### config.mk
export PLATFORM = sky130hd
export DESIGN_NAME = poc_alu_mux_a
export DESIGN_NICKNAME = d
export VERILOG_FILES = /design/src/rtl/poc_alu_mux_a.sv
export SDC_FILE = /design/constraint.sdc
export NUM_CORES = 1
export LEC_CHECK = 0
export CAP_MARGIN = 20
export CORE_MARGIN = 5
export CORE_UTILIZATION = 25
export DETAILED_ROUTE_END_ITERATION = 6
export GPL_TIMING_DRIVEN = 0
export PLACE_DENSITY = 0.66
export SLEW_MARGIN = 20
export SYNTH_ARGS = -nofsm -noshare
export SYNTH_HDL_FRONTEND = slang
export SYNTH_SLANG_ARGS = --single-unit
### constraint.sdc
create_clock -name clk -period 1.4 [get_ports clk]
set_clock_uncertainty 0.05 [all_clocks]
set_input_delay 0.35 -clock clk [delete_from_list [all_inputs] [get_ports clk]]
set_output_delay 0.35 -clock clk [all_outputs]
set_load 0.005 [all_outputs]
### src/rtl/poc_alu_mux_a.sv
// ALU A operand source: IDR/MDR holding registers plus a 3-bit select mux with an error flag.
// Define POC_ALU_MUX_A_OUT_REG_EN to register alu_a/sel_err (one extra cycle of latency).
module poc_alu_mux_a #(
    parameter int DATA_W = 18,
    parameter int IDR_W  = 9
) (
    input  logic              clk,
    input  logic              rst_n,
    input  logic              write_idr,
    input  logic [IDR_W-1:0]  din_idr,
    input  logic              write_mdr,
    input  logic [DATA_W-1:0] din_mdr,
    input  logic [DATA_W-1:0] dout_rcol,
    input  logic [DATA_W-1:0] dout_rrow,
    input  logic [2:0]        select,
    output logic [DATA_W-1:0] dout1_idr,
    output logic [IDR_W-1:0]  dout2_idr,
    output logic [DATA_W-1:0] dout_mdr,
    output logic [DATA_W-1:0] alu_a,
    output logic              sel_err
);

    logic [IDR_W-1:0]  idr_q, idr_d;
    logic [DATA_W-1:0] mdr_q, mdr_d;
    logic [DATA_W-1:0] mux_d;
    logic              err_d;

    always_comb begin
        idr_d = write_idr ? din_idr : idr_q;
        mdr_d = write_mdr ? din_mdr : mdr_q;
    end

    always_ff @(posedge clk or negedge rst_n) begin
        if (!rst_n) begin
            idr_q <= '0;
            mdr_q <= '0;
        end else begin
            idr_q <= idr_d;
            mdr_q <= mdr_d;
        end
    end

    assign dout1_idr = {{(DATA_W-IDR_W){1'b0}}, idr_q};
    assign dout2_idr = idr_q;
    assign dout_mdr  = mdr_q;

    // Row/column sources pass straight through, so they stay live even during reset.
    always_comb begin
        mux_d = '0;
        err_d = 1'b0;
        case (select)
            3'd0:    mux_d = '0;
            3'd1:    mux_d = dout1_idr;
            3'd2:    mux_d = mdr_q;
            3'd3:    mux_d = dout_rcol;
            3'd4:    mux_d = dout_rrow;
            default: begin
                mux_d = '0;
                err_d = 1'b1;
            end
        endcase
    end

`ifdef POC_ALU_MUX_A_OUT_REG_EN
    logic [DATA_W-1:0] alu_q;
    logic              err_q;

    always_ff @(posedge clk or negedge rst_n) begin
        if (!rst_n) begin
            alu_q <= '0;
            err_q <= 1'b0;
        end else begin
            alu_q <= mux_d;
            err_q <= err_d;
        end
    end

    assign alu_a   = alu_q;
    assign sel_err = err_q;
`else
    assign alu_a   = mux_d;
    assign sel_err = err_d;
`endif

endmodule

# Word level (Yosys, flattened, before mapping)
# Cells that the tools add are included.
dict set report totals {
  mem_count 0
  in_bits 70
  out_inout_bits 64
  ff_bits 27
  romBits 0
  latch_bits 0
  ramBits 0
}
dict set report classes {
  shift 0
  multipliers 0
  order_cmp 0
  muxes 2
  n_reduce_logical 2
  n_eq_ne 4
  div_mod_pow 0
  n_bitwise 0
  n_addsub 0
}
# operator count
set op_table {}
lappend op_table {{one-hot mux 18 bit (4 select lines)} 1}
lappend op_table {{== test 3 x 2 -> 1 bit, second input constant} 2}
lappend op_table {{OR reduction 5 bit} 1}
lappend op_table {{== test 3 x 1 -> 1 bit, second input constant} 1}
lappend op_table {{== test 3 bit, second input constant} 1}
lappend op_table {{zero test 3 bit} 1}
lappend op_table {{two-way mux 1 bit} 1}

# Longest topological paths before layout
dict set report logic_depth {
  word_depth 3
  depth_mapped 4
  ltp_nobuf 2
}

# Worst setup path after synthesis
# Ideal clock, no wire load.
dict set report synth_path {
  path_type {input -> output}
  start {input select[1]}
  end {output alu_a[10]}
  path_stages 3
  path_slack_ns 0.038
  arrival_time_ns 0.962
  t_required_ns 1.000
  n_path_buf 1
  cell_sequence {buf_2 > nor3b_4 > o2bb2ai_1}
}
dict set report synth_between {
  elab_chain_cells 2
}
# item line
set synth_lines {}
lappend synth_lines {{start: declaration} 15} ;# input logic [2:0] select,
lappend synth_lines {{== test 3 bit (tied with other cells)} 51} ;# case (select)
lappend synth_lines {{one-hot mux 18 bit (4 select lines) *} 51}
lappend synth_lines {{end: declaration} 19} ;# output logic [DATA_W-1:0] alu_a,
# Every way passes the cells marked *; elsewhere a longest branch is shown, timed or not.

# Worst setup path in the final report
dict set report layout_path {
  start {input select[0]}
  end {output alu_a[16]}
}
# The elaborated chain is that of the path after synthesis.

==> impl_table.tex <==
\begin{tabular}{lr}
\hline
Metric & Value \\
\hline
\multicolumn{2}{l}{\textbf{Global route}} \\
Pin count of the biggest net entering global routing & 28 \\
GRT Resource Usage Total & 14.5\% \\
Wire length of the first global-routing pass & 10100 um \\
Via count of the first global-routing pass & 1941 \\
Residual overflow from global routing & 0 \\
Antenna violations before repair & 0 \\
\multicolumn{2}{l}{\textbf{Final layout}} \\
Area taken by flip-flops and latches & 676 um\^{}2 \\
Fin nets & 388 \\
Commonest cells after routing, fill and taps aside & sky130\_fd\_sc\_hd\_\_clkdlybuf4s50\_1 (53), sky130\_fd\_sc\_hd\_\_buf\_4 (35), sky130\_fd\_sc\_hd\_\_buf\_6 (28) \\
P\&R area growth vs syn & 101\% \\
Fill cell instance count of the final layout & 708 \\
Summed area of non-filler cells in the final layout & 0.00364 mm\^{}2 \\
Area used by multi-input combinational logic & 0.00102 mm\^{}2 \\
Fraction of layout cells with a size suffix above 1 & 39.7\% \\
Number of diodes & 0 \\
Leading cell type in the layout, fill and taps excluded & sky130\_fd\_sc\_hd\_\_clkdlybuf4s50\_1 \\
Number of cells in the finished layout apart from fillers & 416 \\
\multicolumn{2}{l}{\textbf{Synthesis}} \\
Yosys warnings & 0 \\
Netlist area before placement & 0.00181 mm\^{}2 \\
Yosys cell types & 20 \\
Synth Register Bits & 27 \\
Top cell type's share of synthesized area & 37.3\% \\
Top cells by area, synth & sky130\_fd\_sc\_hd\_\_dfrtp\_1 (37\%), sky130\_fd\_sc\_hd\_\_mux2\_1 (17\%), sky130\_fd\_sc\_hd\_\_nand4bb\_1 (11\%), sky130\_fd\_sc\_hd\_\_mux2i\_1 (9.9\%), sky130\_fd\_sc\_hd\_\_buf\_4 (7.9\%) \\
Share of the yosys chip area belonging to registers & 37.3\% \\
Average footprint of a synthesized cell & 12.6 um\^{}2 \\
Number of instances in the synthesized netlist & 144 \\
Cell accounting for the most synthesized area & sky130\_fd\_sc\_hd\_\_dfrtp\_1 \\
\multicolumn{2}{l}{\textbf{CTS}} \\
Clock-pin slew on the worst setup and hold paths & 100 ps \\
Hold\_buf cts & 0 \\
TritonCTS clock tree & built \\
Latest clock arrival within the worst-skew pair & 270 ps \\
Depth of the CTS H-tree & 1 \\
Number of sinks handled by clock tree synthesis & 27 \\
Buffer cell driving the clock tree root & sky130\_fd\_sc\_hd\_\_clkbuf\_8 \\
Clock buffers created by TritonCTS & 3 \\
Clock Path Buffers & 2 \\
\multicolumn{2}{l}{\textbf{Timing}} \\
Number of pins exceeding their max-slew limit in the final report & 0 \\
Transition at the pin with the smallest max-transition slack & 651 ps \\
Final period utilization & 121\% \\
Worst slew margin relative to its limit & 56.6\% \\
Post-route worst setup slack & -288 ps \\
Final critical path time including I/O delays and setup & 1690 ps \\
Post-Route Hold Slack & 37.5 ps \\
Summed negative setup slack over all endpoints & -4780 ps \\
Final Hold Vio Count & 0 \\
Unrepaired setup endpoints after global routing & yes \\
Highest achievable clock rate & 593 MHz \\
Count of endpoints failing setup in the final report & 24 \\
\multicolumn{2}{l}{\textbf{Floorplan}} \\
Horizontal die dimension & 95.1 um \\
Die span in y & 95.1 um \\
Total die area & 0.00905 mm\^{}2 \\
Floorplan Core Area & 0.00714 mm\^{}2 \\
IO Count & 134 \\
Total number of placement rows & 31 \\
Effective utilization at floorplan & 25.4\% \\
\multicolumn{2}{l}{\textbf{Run}} \\
Max-capacitance violation count & 0 \\
\multicolumn{2}{l}{\textbf{Drt}} \\
Wirelength, routed & 6720 um \\
Antenna violation net count after detailed routing & 0 \\
Drt pass-1 iters & 4 \\
Number of remaining DRC errors & 0 \\
Routed wirelength normalized by instance count & 16.2 um \\
Per-cell via count in the routed design & 4.38 \\
Via count & 1820 \\
Number of design-rule violations left by the first detailed-router iteration & 46 \\
\multicolumn{2}{l}{\textbf{Worst hold path}} \\
Hold WC Path Type & primary input to async pin \\
\multicolumn{2}{l}{\textbf{Worst setup path}} \\
Biggest fanout along the worst timing path & 8 \\
WP data arrival & 1290 ps \\
Worst EP required & 1000 ps \\
Critical Path Start Type & primary input \\
CP endpoint kind & output port \\
Worst setup path class & primary input to output port \\
\multicolumn{2}{l}{\textbf{Status}} \\
Violations in the final reports & negative setup slack \\
Outcome & finished, violations left \\
\multicolumn{2}{l}{\textbf{Pwr}} \\
PD cells & 659 mW/mm\^{}2 \\
Post-layout total power & 2.40 mW \\
Pleak & 1.66 nW \\
Largest voltage drop on the vdd net & 0.365 mV \\
\multicolumn{2}{l}{\textbf{Placement}} \\
Placed cell area & 0.00318 mm\^{}2 \\
Number of I/O port buffers & 122 \\
Total placed cells including tap cells & 373 \\
Final estimated routing congestion in global placement & 0.722 \\
Sum of net half-perimeters after detailed placement & 4900 um \\
\hline
\end{tabular}
==> cell type report <==
cell class / count / share of cell area, %
Buffer: 26 / 7.04
Clock buffer: 4 / 1.24
Multi-Input combinational cell: 94 / 28.1
Sequential cell: 27 / 18.5
Tap cell: 99 / 3.40
Timing Repair Buffer: 166 / 41.7
==> final timing paths <==
path,start,end,slack [ps],cells after the start
setup / recovery,select[0],alu_a[16],-290,7
hold / removal,rst_n,dout_mdr[9],40,1
setup reg to reg,dout2_idr[5],dout2_idr[5],310,3
hold reg to reg,dout_mdr[12],dout_mdr[12],460,1
max in group asynchronous,rst_n,dout_mdr[6],840,1
min in group clk,write_idr,dout2_idr[6],430,2
==> per-layer routing <==
layer | up-vias | GRT usage (%) | share of wire (%)
met5 | - | 0 | 0
met3 | 2 | 5.68 | 11
met4 | 0 | 2.88 | 0.43
li1 | 860 | - | -
met1 | 870 | 17.5 | 41
met2 | 88 | 24.5 | 47
==> state kept, by name, indices dropped and copies added (netlist names) <==
| register | count |
|---|---|
| dout_mdr | 18 |
| dout2_idr | 9 |
==> through the flow <==
step	worst slack (ps)	utilization, %
global placement	-1200	44.7
global route	-329	51.1
finish	-288	51.1
CTS	-309	49.5
detailed placement	-1190	44.6
floorplan	37.9	-
==> worst max-delay path, cell delays in order <==
cell and delay (ps):
sky130_fd_sc_hd__buf_8 100, sky130_fd_sc_hd__buf_8 120, sky130_fd_sc_hd__buf_6 110, sky130_fd_sc_hd__nor3b_4 200, sky130_fd_sc_hd__buf_12 160, sky130_fd_sc_hd__o2bb2ai_4 110
sky130_fd_sc_hd__buf_2 120
==> cells in the mapped netlist <==
cell type and instances:
sky130_fd_sc_hd__nor3b_4 1, sky130_fd_sc_hd__clkbuf_1 2, sky130_fd_sc_hd__buf_4 19, sky130_fd_sc_hd__mux2i_1 18, sky130_fd_sc_hd__buf_8 1, sky130_fd_sc_hd__buf_6 4
sky130_fd_sc_hd__o211ai_2 1, sky130_fd_sc_hd__nand2_1 1, sky130_fd_sc_hd__conb_1 1, sky130_fd_sc_hd__mux2_1 27, sky130_fd_sc_hd__dfrtp_1 27, sky130_fd_sc_hd__nand2b_1 1
sky130_fd_sc_hd__o21a_1 1, sky130_fd_sc_hd__nand4bb_1 18, sky130_fd_sc_hd__buf_12 1, sky130_fd_sc_hd__o32ai_1 1, sky130_fd_sc_hd__dlymetal6s2s_1 1, sky130_fd_sc_hd__o2bb2ai_1 8
sky130_fd_sc_hd__buf_2 3, sky130_fd_sc_hd__o211ai_1 8
==> kinds of logic after synthesis <==
| group | after synthesis | share of synthesized area [%] |
|---|---|---|
| compound gates | 19 | 8.77 |
| buf+inv | 31 | 14.2 |
| mux | 45 | 26.7 |
| flops | 27 | 37.3 |
| other cells | 1 | 0.207 |
| simple gates | 21 | 12.8 |
==> timing repair <==
action / CTS / global route
pin swaps: 16 / 8
setup buffers: 29 / 12
setup endpoints to repair: 55 / 40
gates resized for setup: 209 / 33
cloned: 3 / 0
==> report_power, final <==
part	switching [mW]	internal [mW]
sequential	0.0614	0.858
combinational	0.338	0.671
clock	0.267	0.204
(Power assumes the default switching activity.)
